## src/rtl/ooo_pkg.sv

```systemverilog
// Shared out-of-order core constants and the CDB lane-packing helper used by
// every producer and consumer of the flat broadcast buses.
package ooo_pkg;

   localparam int ROB_IDX_W     = 4;
   localparam int DATA_W        = 16;
   localparam int NUM_CDB_LANES = 4;

   // Lane 0 lives in the most significant flat slot.
   function automatic logic [1:0] lane_slot(input logic [1:0] lane);
      return 2'd3 - lane;
   endfunction

endpackage

```

## src/rtl/rr_multi_pick.sv

```systemverilog
// Combinational round-robin picker: grants up to four requesters in scan order
// starting at start_i and reports which requester feeds each lane.
module rr_multi_pick
   import ooo_pkg::*;
#(
   parameter int N  = 6,
   parameter int PW = $clog2(N)
) (
   input  logic [N-1:0]                      req_i,
   input  logic [PW-1:0]                     start_i,
   output logic [N-1:0]                      grant_o,
   output logic [NUM_CDB_LANES-1:0][PW-1:0]  lane_sel_o,
   output logic [NUM_CDB_LANES-1:0]          lane_vld_o,
   output logic [PW-1:0]                     last_o,
   output logic                              any_o
);

   logic [PW:0]   sum_s;
   logic [PW-1:0] pick_s;
   logic [2:0]    cnt_s;

   // Walk the requesters from start_i with wrap-around, filling lanes in order.
   always_comb begin
      grant_o    = '0;
      lane_sel_o = '0;
      lane_vld_o = '0;
      last_o     = '0;
      cnt_s      = 3'd0;
      sum_s      = '0;
      pick_s     = '0;
      for (int s = 0; s < N; s++) begin
         sum_s = {1'b0, start_i} + (PW+1)'(s);
         if (sum_s >= (PW+1)'(N)) begin
            sum_s = sum_s - (PW+1)'(N);
         end else begin
            sum_s = sum_s;
         end
         pick_s = sum_s[PW-1:0];
         if (req_i[pick_s] && (cnt_s < 3'd4)) begin
            grant_o[pick_s]          = 1'b1;
            lane_sel_o[cnt_s[1:0]]   = pick_s;
            lane_vld_o[cnt_s[1:0]]   = 1'b1;
            last_o                   = pick_s;
            cnt_s                    = cnt_s + 3'd1;
         end else begin
            cnt_s = cnt_s;
         end
      end
      any_o = (cnt_s != 3'd0);
   end

endmodule

```

## src/rtl/cdb_arbiter.sv

```systemverilog
// Common-data-bus arbiter: one holding register per functional unit, up to four
// round-robin grants per cycle, registered flat CDB lanes.
module cdb_arbiter
   import ooo_pkg::*;
#(
   parameter int NUM_FU = 6
) (
   input  logic                                 clk,
   input  logic                                 rst_n,
   input  logic                                 flush,
   input  logic [NUM_FU-1:0]                    fu_valid_flat,
   input  logic [ROB_IDX_W*NUM_FU-1:0]          fu_rob_index_flat,
   input  logic [DATA_W*NUM_FU-1:0]             fu_result_flat,
   output logic [NUM_FU-1:0]                    fu_ready_flat,
   output logic [NUM_CDB_LANES-1:0]             cdb_valid_flat,
   output logic [ROB_IDX_W*NUM_CDB_LANES-1:0]   cdb_rob_index_flat,
   output logic [DATA_W*NUM_CDB_LANES-1:0]      cdb_result_flat,
   output logic                                 busy
);

   localparam int PW = $clog2(NUM_FU);

   logic [NUM_FU-1:0]                   hold_valid_q, hold_valid_d;
   logic [NUM_FU-1:0][ROB_IDX_W-1:0]    hold_idx_q,   hold_idx_d;
   logic [NUM_FU-1:0][DATA_W-1:0]       hold_data_q,  hold_data_d;
   logic [PW-1:0]                       rr_ptr_q,     rr_ptr_d;
   logic [NUM_CDB_LANES-1:0]            cdb_valid_q,  cdb_valid_d;
   logic [ROB_IDX_W*NUM_CDB_LANES-1:0]  cdb_idx_q,    cdb_idx_d;
   logic [DATA_W*NUM_CDB_LANES-1:0]     cdb_data_q,   cdb_data_d;

   logic [NUM_FU-1:0]                      grant_s;
   logic [NUM_CDB_LANES-1:0][PW-1:0]       lane_sel_s;
   logic [NUM_CDB_LANES-1:0]               lane_vld_s;
   logic [PW-1:0]                          last_s;
   logic                                   any_s;

   rr_multi_pick #(
      .N  (NUM_FU),
      .PW (PW)
   ) u_pick (
      .req_i      (hold_valid_q),
      .start_i    (rr_ptr_q),
      .grant_o    (grant_s),
      .lane_sel_o (lane_sel_s),
      .lane_vld_o (lane_vld_s),
      .last_o     (last_s),
      .any_o      (any_s)
   );

   // A holder being drained this edge can take a new result in the same edge.
   assign fu_ready_flat      = ~hold_valid_q | grant_s;
   assign busy               = |hold_valid_q;
   assign cdb_valid_flat     = cdb_valid_q;
   assign cdb_rob_index_flat = cdb_idx_q;
   assign cdb_result_flat    = cdb_data_q;

   // Next state: drain granted holders onto the lanes, accept new results, advance pointer.
   always_comb begin
      hold_valid_d = hold_valid_q;
      hold_idx_d   = hold_idx_q;
      hold_data_d  = hold_data_q;
      rr_ptr_d     = rr_ptr_q;
      cdb_valid_d  = '0;
      cdb_idx_d    = cdb_idx_q;
      cdb_data_d   = cdb_data_q;
      if (flush) begin
         hold_valid_d = '0;
      end else begin
         for (int f = 0; f < NUM_FU; f++) begin
            if (fu_valid_flat[f] && fu_ready_flat[f]) begin
               hold_valid_d[f] = 1'b1;
               hold_idx_d[f]   = fu_rob_index_flat[ROB_IDX_W*f +: ROB_IDX_W];
               hold_data_d[f]  = fu_result_flat[DATA_W*f +: DATA_W];
            end else begin
               hold_valid_d[f] = hold_valid_q[f] & ~grant_s[f];
            end
         end
         for (int k = 0; k < NUM_CDB_LANES; k++) begin
            if (lane_vld_s[k]) begin
               cdb_valid_d[lane_slot(2'(k))] = 1'b1;
               cdb_idx_d[ROB_IDX_W*lane_slot(2'(k)) +: ROB_IDX_W] = hold_idx_q[lane_sel_s[k]];
               cdb_data_d[DATA_W*lane_slot(2'(k)) +: DATA_W]      = hold_data_q[lane_sel_s[k]];
            end else begin
               cdb_valid_d[lane_slot(2'(k))] = 1'b0;
            end
         end
         if (any_s) begin
            if (last_s == PW'(NUM_FU-1)) begin
               rr_ptr_d = '0;
            end else begin
               rr_ptr_d = last_s + PW'(1);
            end
         end else begin
            rr_ptr_d = rr_ptr_q;
         end
      end
   end

   // State registers.
   always_ff @(posedge clk or negedge rst_n) begin
      if (!rst_n) begin
         hold_valid_q <= '0;
         hold_idx_q   <= '0;
         hold_data_q  <= '0;
         rr_ptr_q     <= '0;
         cdb_valid_q  <= '0;
         cdb_idx_q    <= '0;
         cdb_data_q   <= '0;
      end else begin
         hold_valid_q <= hold_valid_d;
         hold_idx_q   <= hold_idx_d;
         hold_data_q  <= hold_data_d;
         rr_ptr_q     <= rr_ptr_d;
         cdb_valid_q  <= cdb_valid_d;
         cdb_idx_q    <= cdb_idx_d;
         cdb_data_q   <= cdb_data_d;
      end
   end

endmodule

```

## config.mk

```make
export PLATFORM = sky130hd
export DESIGN_NAME = cdb_arbiter
export DESIGN_NICKNAME = d
export VERILOG_FILES = /design/src/rtl/ooo_pkg.sv /design/src/rtl/rr_multi_pick.sv /design/src/rtl/cdb_arbiter.sv
export SDC_FILE = /design/constraint.sdc
export NUM_CORES = 1
export LEC_CHECK = 0
export ABC_AREA = 0
export CORE_ASPECT_RATIO = 0.8
export CORE_UTILIZATION = 40
export DETAILED_ROUTE_END_ITERATION = 6
export PLACE_DENSITY_LB_ADDON = 0.12
export SETUP_SLACK_MARGIN = 0.3
export SLEW_MARGIN = 20
export SYNTH_ARGS = -nofsm -noshare
export SYNTH_HDL_FRONTEND = slang
export SYNTH_SLANG_ARGS = --single-unit
```

## constraint.sdc

```tcl
create_clock -name clk -period 17.4 [get_ports clk]
set_clock_uncertainty 0.1 [all_clocks]
set_input_delay 3.48 -clock clk [delete_from_list [all_inputs] [get_ports clk]]
set_output_delay 3.48 -clock clk [all_outputs]
set_load 0.02 [all_outputs]
```

# Yosys cells after proc, flatten, opt, wreduce, memory -nomap -nowiden
# Cells that the tools add are included.
[word_totals]
inputBits = 129
word_cells = 251
reg_bits = 213
out_inout_bits = 91
[classes]
n_mux = 113
eq_ne = 1
reduce_logical = 35
add_sub_neg = 17
order_cmp = 37
n_bitwise = 25
[ops]
columns = ["operator", "count"]
rows = [
  ["$bmux W16 S3", 4],
  ["$mux W3", 23],
  ["$mux W16", 4],
  ["$bwmux W12", 5],
  ["$mux W12", 5],
  ["$bmux W4 S3", 4],
  ["$mux W6", 7],
  ["$lt A3 B4 Y1 const B", 10],
  ["$mux W4", 10],
  ["$or A6 B6 Y6", 6],
  ["$demux W3 S2", 5],
  ["$mux W1", 29],
  ["$logic_and A1 B1 Y1", 22],
  ["$reduce_and A2 Y1", 11],
  ["$ge A4 B3 Y1 const B", 5],
  ["$bmux W1 S3", 6],
  ["$demux W1 S3", 6],
  ["$ge A3 B1 Y1 const B", 6],
  ["$sub A3 B3 Y3 const B", 6],
  ["$or A4 B4 Y4", 4],
  ["$add A3 B1 Y3 const B", 5],
  ["$lt A2 B3 Y1 const B", 4],
  ["$lt A3 B3 Y1 const B", 4],
  ["$demux W1 S2", 5],
  ["15 further kinds", 32],
]

# Depth between registers and ports, before layout
# Gate-level depths: netlist of run 1.
[depth]
ltp_word = 25
depth_mapped = 30

# Modules after synthesis
# From an unflattened synthesis of run 1, not the netlist that was laid out.
[hier_totals]
hier_cells = 1174
hier_area_um2 = 13634.3
[modules_own_cells]
columns = ["mod", "instances", "area_per_inst_um2", "cells_per_inst", "seq_area_each_um2"]
rows = [
  ["cdb_arbiter", 1, 11462.2, 862, 5330.1],
  ["rr_multi_pick", 1, 2172.1, 312, 0.0],
]

# Worst setup path before layout of run 1
# Ideal clock, no wire load.
[synth_path]
path_kind = "register -> output"
from = "register rr_ptr_q[0]"
to = "output port fu_ready_flat[0]"
slack_ns = 7.977
arrival_ns = 5.843
t_required_ns = 13.820
path_buffers = 6
stages_incl_launch_ff = 27
path_cell_list = "dfrtp_1 > buf_4 > buf_2 > inv_1 > clkbuf_1 > clkbuf_1 > ha_1 > clkbuf_1 > clkbuf_1 > nor2_1 > a221o_1 > nor2_1 > inv_1 > ha_1 > mux2i_2 > inv_1 > ha_1 > mux2i_2 > ha_1 > nand2_1 > o21a_1 > nand2_1 > nor2_1 > a221oi_1 > nand2_1 > a21boi_0 > inv_1"
[synth_via]
elab_chain_cells = 21
word_cells_on_any_way = 96
classes_between = "15 x add/sub; 23 x order compare; 41 x mux; 6 x bitwise; 11 x reduce/logical"
[synth_lines]
columns = ["element", "line_no", "source"]
rows = [
  ["start: declaration", "cdb_arbiter.sv:26", "logic [PW-1:0] rr_ptr_q, rr_ptr_d;"],
  ["start signal: assignment", "cdb_arbiter.sv:113", "rr_ptr_q <= rr_ptr_d;"],
  ["$sub A3 B3 Y3 or $ge A3 B3 Y1 (tied branches)", "rr_multi_pick.sv:34, rr_multi_pick.sv:33", ""],
  ["$mux W3", "rr_multi_pick.sv:33", "if (sum_s >= (PW+1)'(N)) begin"],
  ["$bmux W1 S3", "rr_multi_pick.sv:39", "if (req_i[pick_s] && (cnt_s < 3'd4)) begin"],
  ["$mux W1 (implied by the code)", "rr_multi_pick.sv:39", ""],
  ["$mux W1", "rr_multi_pick.sv:39", ""],
  ["$lt A1 B3 Y1", "rr_multi_pick.sv:39", ""],
  ["$logic_and A1 B1 Y1", "rr_multi_pick.sv:39", ""],
  ["$mux W3", "rr_multi_pick.sv:39", ""],
  ["[5 not listed]", "--", ""],
  ["$mux W3", "rr_multi_pick.sv:39", ""],
  ["$lt A3 B3 Y1", "rr_multi_pick.sv:39", ""],
  ["$logic_and A1 B1 Y1", "rr_multi_pick.sv:39", ""],
  ["$mux W3", "rr_multi_pick.sv:39", ""],
  ["$lt A3 B3 Y1", "rr_multi_pick.sv:39", ""],
  ["$logic_and A1 B1 Y1", "rr_multi_pick.sv:39", ""],
  ["$mux W6 *", "rr_multi_pick.sv:39", ""],
  ["$or A6 B6 Y6 *", "cdb_arbiter.sv:51", "assign fu_ready_flat = ~hold_valid_q | grant_s;"],
  ["end: declaration", "cdb_arbiter.sv:14", "output logic [NUM_FU-1:0] fu_ready_flat,"],
]
# Mark *: on every way between the ends. The rest lies on a longest branch, timed or not. The select of a mux whose other input is x is not followed.

# Worst setup path in the final report of run 1
# Ends and elaborated chain as after synthesis.

==> results of run 1 <==
cell usage after synthesis (10+ instances only):
cell type	n	area (um2)
nor2_1	104	390
mux2i_1	35	350
mux2_1	57	642
a22oi_1	21	158
buf_4	10	75.1
nand2_1	229	860
mux2_2	128	1440
a211oi_1	24	180
dfrtp_1	213	5330
o22ai_1	19	119
o21ai_1	24	120
a21oi_1	48	240
a31oi_1	68	425
o21ai_0	21	105
a221oi_1	105	920
inv_1	23	86.3
ha_1	18	225
nand3_1	56	280
nor3_1	29	145
clkbuf_1	75	282
a32o_1	20	200
a22o_1	60	526
buf_2	39	195
layout make-up:
| type | count | share of cell area, % |
|---|---|---|
| well taps | 472 | 3.31 |
| repair buffers | 247 | 13.6 |
| multi-input cells | 1195 | 47.9 |
| clock inverters | 9 | 0.870 |
| flip-flops and latches | 213 | 29.9 |
| clock buffers | 34 | 3.92 |
| inverters | 24 | 0.505 |
layer usage:
metal  GRT usage, %  up-vias  wire [um]
met5              0        -          0
met4           8.51        0       1400
met3           8.25       98       6500
met2           45.6      883      24700
met1           46.8     7084      26800
li1               -     6243          -
state kept, by name, summed over array words and instances (netlist names):
name	flops
hold_data_q	96
cdb_result_flat	64
hold_idx_q	24
cdb_rob_index_flat	16
hold_valid_q	6
cdb_valid_flat	4
rr_ptr_q	3
stage by stage:
stage	cell area, um2	hold slack (ps)	setup WS [ps]	util, %
6_report	17800	409	5680	50.7
2_1_floorplan	14400	434	7980	-
4_1_cts	17800	409	5880	50.6
3_5_place_dp	17000	393	6500	48.2
5_1_grt	17800	434	5180	50.7
3_3_place_gp	17000	400	6610	48.2
logic make-up after synthesis:
family | after synthesis
buffers and inverters | 151
XOR/XNOR | 7
flip-flops | 213
AO/OA/AOI/OAI | 477
AND/OR/NAND/NOR | 468
adder cells (fa/ha/maj) | 18
multiplexers | 225
worst register-to-register path, delay by kind of cell, from the launching register on:
family                     cells  cell delay [ps]
and+or+nand+nor                6             2050
AOI/OAI and AO/OA              4             1900
adders and majority gates      4             1760
buffers and inverters          5             1360
muxes                          2              800
DFF                            1              760
final timing paths:
kind	from	endpoint	slack, ps	cells after the start
hold reg to reg	cdb_rob_index_flat[8]$_DFFE_PN0P_	cdb_rob_index_flat[8]$_DFFE_PN0P_	410	1
min in group asynchronous	rst_n	hold_data_q[66]$_DFFE_PN0P_	2740	1
hold / removal	cdb_rob_index_flat[8]$_DFFE_PN0P_	cdb_rob_index_flat[8]$_DFFE_PN0P_	410	1
setup reg to reg	rr_ptr_q[0]$_DFFE_PN0P_	cdb_result_flat[18]$_DFFE_PN0P_	8520	21
setup / recovery	rr_ptr_q[0]$_DFFE_PN0P_	fu_ready_flat[0]	5680	22
max in group asynchronous	rst_n	cdb_result_flat[11]$_DFFE_PN0P_	13110	2
==> impl_metrics.toml, run 1 <==
[run_status]
status = "finished, final reports clean"

[logic_synthesis]
synth_fp_nets = 1706
synth_top_family_by_area = "compound AO/OA/AOI/OAI gates"
synth_compound_area_share_pct = 25.0
synth-edff-count = 0
ys_warn_count = 0
synth_area_per_cell_um2 = 9.26
netlist_area_um2 = 14400
netlist-cell-type-count = 85
syn_inst = 1559
synth-main-ff-cell = "dfrtp_1"
synth-xor-area-share_pct = 0.528
synth-seq-cells = 213
ys_seq_area_share_pct = 36.9
synthSimpleGateAreaFrac_pct = 14.0
muxShareOfSynthArea_pct = 17.4
yosys.area_share.adder_pct = 1.56
synthArstFlopShare_pct = 100

[critical_path]
slowest_delay_ps = 870
worstPathRequired_ps = 13820
cpLargestDelayFamily = "adder cells"
slowest_stage = "ha_1"
critical_path_arrival_ps = 8140
cp_max_fo = 49
end_kind = "output port"
crit_type = "reg -> out"
crit_chain = "buf_4 -> inv_1 -> ha_1 -> nor2_1 -> a221o_1 -> nor2_1 -> inv_1 -> ha_1 -> mux2i_2 -> inv_1 -> ha_1 -> mux2i_2 -> ha_1 -> nand2_1 -> o21a_1 -> nand2_1 -> nor2_1 -> a221oi_1 -> nand2_1 -> a21boi_0 -> inv_1 -> clkdlybuf4s50_1"
critical_path_buf_inv_count = 6
cp-start-kind = "register"

[drt]
drc = 0
drtIter0Drc = 1926
finalWirelength_mm = 59.4
ant_nets = 0
wl_per_cell_um = 27.1
firstDrtPassIters = 6
vias = 14308
vias_per_cell = 6.52

[final_layout]
area_delta_synth_final_pct = 23.4
nets = 1852
seqCellArea_um2 = 5330
multi_input_area_um2 = 8540
fin_cells = 2194
diodes = 0
fill_cells = 3233
drive_above_1_share_pct = 13.9
final_cell_mix = "nand2_1 (229), clkdlybuf4s50_1 (218), dfrtp_1 (212)"
final_common_cell = "nand2_1"

[global_route]
antenna_found_initial = 0
grt_overflow = 0
grt_max_degree = 80
track_usage_pct = 31.8
first_global_vias = 13520
grt_pass1_wl_mm = 88.9

[timing]
hold_viol = 0
slew_violations = 0
finalCriticalPeriod_ps = 11720
fmax_ghz = 0.0853
finalCritPeriodShare_pct = 67.3
relSlewSlack_pct = 18.9
rsz0062_at_grt = "no"
setup_viol = 0
setup-tns-final_ps = 0
worstMarginPinSlew_ps = 1220

[clock_network]
ctsHoldBuffers = 0
clockBufferDepth = 3
cts_setup_buffers = 0
ctsResizeCount = 0
cts_buffers = 24
cts.sink_count = 213
htree_levels = 1
root_buffer = "clkbuf_16"
cts_tree = "built"
path_clk_slew_ps = 60
clk_latency_ps = 570

[floorplan]
fp-row-count = 61
pin_count = 220
die_x_um = 214
core_um2 = 35200
initial_core_util_pct = 41.1
dieArea_um2 = 36900
dieHeight_um = 172

[place]
gp_congestion = 0.924
port_buffers = 219
dp_cells = 2150
hpwl_mm = 41.5

[flow_run]
cap_viol_max_count = 0

[hold_path]
min_path_type = "reg -> reg"
Power of run 1 is left out: the tool's default activity adds up to more than one toggle a clock period on the data nets, which glitch-free logic cannot reach.
==> run 2, diff against run 1 <==
==> constraint.sdc (replaced) <==
create_clock -name clk -period 9.7 [get_ports clk]
set_clock_uncertainty 0.1 [all_clocks]
set_input_delay 1.94 -clock clk [delete_from_list [all_inputs] [get_ports clk]]
set_output_delay 1.94 -clock clk [all_outputs]
set_load 0.02 [all_outputs]
==> impl_metrics.toml, run 2 (synthesized netlist as in run 1, its figures left out) <==
[timing]
relSlewSlack_pct = 20.6
fmax_ghz = 0.114
slew_violations = 0
worstMarginPinSlew_ps = 1190
rsz0062_at_grt = "no"
setup-tns-final_ps = 0
finalCriticalPeriod_ps = 8810
finalCritPeriodShare_pct = 90.8
hold_viol = 0
setup_viol = 0

[final_layout]
final_cell_mix = "nand2_1 (229), clkdlybuf4s50_1 (218), dfrtp_1 (211)"
area_delta_synth_final_pct = 23.4
largest_register_ffs = 96
diodes = 0
nets = 1857
drive_above_1_share_pct = 14.1
final_common_cell = "nand2_1"
largest-register = "hold_data_q"

[critical_path]
slowest_stage = "dfrtp_4"
worstPathRequired_ps = 7660
slowest_delay_ps = 630
crit_chain = "ha_1 -> xor2_2 -> nor2_1 -> a221o_1 -> nor2_1 -> inv_1 -> ha_1 -> mux2i_2 -> inv_1 -> ha_1 -> mux2i_4 -> ha_1 -> nand2_1 -> o21a_1 -> nand2_1 -> nor2_1 -> a221oi_1 -> nand2_1 -> a21boi_0 -> inv_1 -> clkdlybuf4s50_1"
end_kind = "output port"
crit_top_cell = "ha_1"
critical_path_arrival_ps = 6770
crit_type = "reg -> out"
cp-start-kind = "register"
cp_max_fo = 22

[global_route]
first_global_vias = 13570
grtUsageMet3_pct = 5.96
track_usage_pct = 32.1
grt_use_met1_pct = 47.4
grt_overflow = 0
grt_pass1_wl_mm = 89.5
grt_max_degree = 105
busiest_layer = "met2"
antenna_found_initial = 0
grt_util_met2_pct = 48.0

[clock_network]
cts_tree = "built"
path_clk_slew_ps = 70
root_buffer = "clkbuf_16"
clockBufferDepth = 3
cts_buffers = 24
cts.sink_count = 213
clk_latency_ps = 560
htree_levels = 1
cts_setup_buffers = 0

[drt]
drc = 0
vias = 14301
drtIter0Drc = 1800
wl_per_cell_um = 27.2
vias_per_cell = 6.50
ant_nets = 0
finalWirelength_mm = 59.8
firstDrtPassIters = 6

[place]
hpwl_mm = 42.7
gp_congestion = 0.938
port_buffers = 219

[floorplan]
die_x_um = 214
fp-row-count = 61
dieArea_um2 = 36900
core_um2 = 35200
initial_core_util_pct = 41.1
pin_count = 220
dieHeight_um = 172

[flow_run]
cap_viol_max_count = 0

[hold_path]
min_path_type = "reg -> reg"

[run_status]
status = "finished, final reports clean"
[run 2: cell count changes in the layout (fill, tap and decap cells not counted), moves of 2 or more]
cell / change
or3b_1: +2
nor2_2: -2
or3b_2: -2
bufinv_16: -2
buf_4: +5
[run 2: final cells by class]
type / count / area, um2
Clock buffer: 36 / 716
Timing Repair Buffer: 252 / 2450
Fill cell: 3282 / 17400
Sequential cell: 213 / 5340
Multi-Input combinational cell: 1195 / 8550
Inverter: 24 / 90.1
Clock inverter: 8 / 86.3
Tap cell: 472 / 591
[run 2: worst max-delay path: cells and delay by family, from the launching register on]
family | cells | cell delay [ps]
mux | 2 | 730
xor+xnor | 1 | 330
fa+ha+maj | 4 | 1230
simple gates | 6 | 1060
flops | 1 | 630
compound gates | 4 | 1290
buf+inv | 4 | 900
[run 2: routing by layer]
metal / up-vias / part of all wire, % / wire length, um
li1: 6268 / - / -
met5: - / 0 / 0
met1: 7117 / 45 / 27100
met3: 103 / 9.9 / 5930
met4: 0 / 2.3 / 1400
met2: 813 / 42 / 25400
[run 2: through the flow]
step                setup WS [ps]  area (um2)  hold WS (ps)  cells  utilization [%]
floorplan                    1820       14400           434   1559                -
global placement             1490       17000           398   2154             48.2
detailed placement           1320       17000           399   2154             48.2
CTS                           738       17800           417   2198             50.5
global route                  410       17800           431   2200             50.6
finish                        894       17800           415   2200             50.6
[run 2: what timing repair did]
action | 4_1_cts | 5_1_grt
endpoints found under the hold margin | 0 | 0
hold buffers | 0 | 0
resized for setup | 0 | 3
endpoints found under the setup margin | 0 | 2
[run 2: worst paths after layout]
check                                             startpoint                                end  slack, ps  cells past startpoint
max                                  rr_ptr_q[0]$_DFFE_PN0P_                   fu_ready_flat[0]        890                     21
min                        cdb_rob_index_flat[8]$_DFFE_PN0P_  cdb_rob_index_flat[8]$_DFFE_PN0P_        410                      1
max reg2reg                          rr_ptr_q[0]$_DFFE_PN0P_    cdb_result_flat[46]$_DFFE_PN0P_       2480                     21
min reg2reg                cdb_rob_index_flat[8]$_DFFE_PN0P_  cdb_rob_index_flat[8]$_DFFE_PN0P_        410                      1
max in group asynchronous                              rst_n            rr_ptr_q[0]$_DFFE_PN0P_       6620                      2
min in group asynchronous                              rst_n        hold_data_q[68]$_DFFE_PN0P_       1330                      1
Power of run 2 is left out for the same reason.
==> run 3, diff against run 2 <==
--- a/config.mk
+++ b/config.mk
@@ -7,7 +7,7 @@
 export LEC_CHECK = 0
 export ABC_AREA = 0
 export CORE_ASPECT_RATIO = 0.8
-export CORE_UTILIZATION = 40
+export CORE_UTILIZATION = 27
 export DETAILED_ROUTE_END_ITERATION = 6
 export PLACE_DENSITY_LB_ADDON = 0.12
 export SETUP_SLACK_MARGIN = 0.3
==> impl_metrics.toml, run 3 (synthesized netlist as in run 1, its figures left out) <==
[global_route]
grt_pass1_wl_mm = 97.0
first_global_vias = 13581
grt_max_degree = 80
track_usage_pct = 24.0
grt_overflow = 0
antenna_found_initial = 3

[place]
gp_congestion = 0.876
hpwl_mm = 47.5
port_buffers = 219

[timing]
rsz0062_at_grt = "no"
hold_viol = 0
worstMarginPinSlew_ps = 1090
fmax_ghz = 0.113
setup_viol = 0
setup-tns-final_ps = 0
finalCriticalPeriod_ps = 8860
finalCritPeriodShare_pct = 91.4
slew_violations = 0
relSlewSlack_pct = 27.0

[clock_network]
path_clk_slew_ps = 60
ctsHoldBuffers = 0
cts_setup_buffers = 0
ctsResizeCount = 1
htree_levels = 1
cts_tree = "built"
root_buffer = "clkbuf_16"
clk_latency_ps = 590
cts.sink_count = 213
cts_buffers = 26
clockBufferDepth = 3

[critical_path]
worstPathRequired_ps = 7660
crit_type = "reg -> out"
end_kind = "output port"
cp-start-kind = "register"
crit_chain = "inv_1 -> ha_1 -> nand3b_1 -> a21o_1 -> o31a_1 -> inv_1 -> ha_1 -> mux2i_2 -> inv_1 -> ha_1 -> mux2i_4 -> ha_1 -> nand2_1 -> o21a_1 -> nand2_1 -> nor2_1 -> a221oi_1 -> nand2_1 -> a21boi_0 -> inv_1 -> clkdlybuf4s50_1"
slowest_delay_ps = 560
slowest_stage = "dfrtp_2"
cp_max_fo = 13
critical_path_arrival_ps = 6820
r2r_cells = 22

[hold_path]
min_delay_path_depth = 1
min_path_type = "reg -> reg"

[final_layout]
diodes = 0
final_common_cell = "nand2_1"
fill_cells = 5283
area_delta_synth_final_pct = 27.3
largest_register_ffs = 96
nets = 1865
drive_above_1_share_pct = 15.0
final_cell_mix = "nand2_1 (229), clkdlybuf4s50_1 (218), dfrtp_1 (211)"
largest-register = "hold_data_q"

[drt]
wl_per_cell_um = 27.4
drc = 16
drtIter0Drc = 1540
finalWirelength_mm = 66.5
vias = 14181
firstDrtPassIters = 7
ant_nets = 0
vias_per_cell = 5.83

[floorplan]
core_um2 = 52600
dieHeight_um = 209
fp-row-count = 75
dieArea_um2 = 54400
initial_core_util_pct = 27.4
pin_count = 220
die_x_um = 261

[flow_run]
cap_viol_max_count = 0

[run_status]
status = "complete, but fails checks"
violations = "design-rule violations"
[run 3: cell count changes in the layout (fill, tap and decap cells not counted), sizes merged]
cell / delta
clkbuf: -1
buf: +7
clkinv: -1
bufinv: +5
[run 3: worst max-delay path: cells and delay by family (launching register included)]
kind / cells / cell delay [ps]
AND/OR/NAND/NOR: 5 / 810
buffers and inverters: 5 / 1110
adder cells (fa/ha/maj): 4 / 1410
flip-flops: 1 / 560
multiplexers: 2 / 740
AO/OA/AOI/OAI: 5 / 1580
[run 3: cell type report]
cell class | instances | area (um2) | share of cell area (%)
Tap cell | 693 | 867 | 4.72
Multi-Input combinational cell | 1195 | 8580 | 46.6
Clock buffer | 36 | 768 | 4.18
Inverter | 24 | 90.1 | 0.490
Timing Repair Buffer | 258 | 2510 | 13.7
Sequential cell | 213 | 5330 | 29.0
Clock inverter | 12 | 241 | 1.31
[run 3: final timing paths]
| kind | startpoint | end | slack (ps) |
|---|---|---|---|
| max in group asynchronous | rst_n | rr_ptr_q[0]$_DFFE_PN0P_ | 6810 |
| worst max-delay path | rr_ptr_q[1]$_DFFE_PN0P_ | fu_ready_flat[0] | 840 |
| worst max register to register | rr_ptr_q[1]$_DFFE_PN0P_ | cdb_result_flat[52]$_DFFE_PN0P_ | 2400 |
| worst min-delay path | cdb_result_flat[43]$_DFFE_PN0P_ | cdb_result_flat[43]$_DFFE_PN0P_ | 410 |
| min in group asynchronous | rst_n | hold_data_q[78]$_DFFE_PN0P_ | 1240 |
| worst min register to register | cdb_result_flat[43]$_DFFE_PN0P_ | cdb_result_flat[43]$_DFFE_PN0P_ | 410 |
[run 3: metal layers]
layer | vias to the layer above | GRT usage, % | wire length, um
met1 | 7192 | 36.3 | 31800
met5 | - | 0 | 11
met2 | 637 | 35.7 | 28800
met3 | 80 | 4.09 | 4730
li1 | 6270 | - | -
met4 | 2 | 4.17 | 1190
[run 3: through the flow]
stage / cell area, um2 / hold slack [ps] / setup slack (ps) / util [%] / cells
CTS: 18300 / 419 / 332 / 34.8 / 2430
global placement: 17300 / 404 / 1040 / 32.9 / 2381
detailed placement: 17300 / 397 / 846 / 32.9 / 2382
floorplan: 14400 / 434 / 1820 / - / 1559
finish: 18400 / 411 / 836 / 34.9 / 2431
global route: 18400 / 431 / 334 / 34.9 / 2431
Power of run 3 is left out for the same reason.
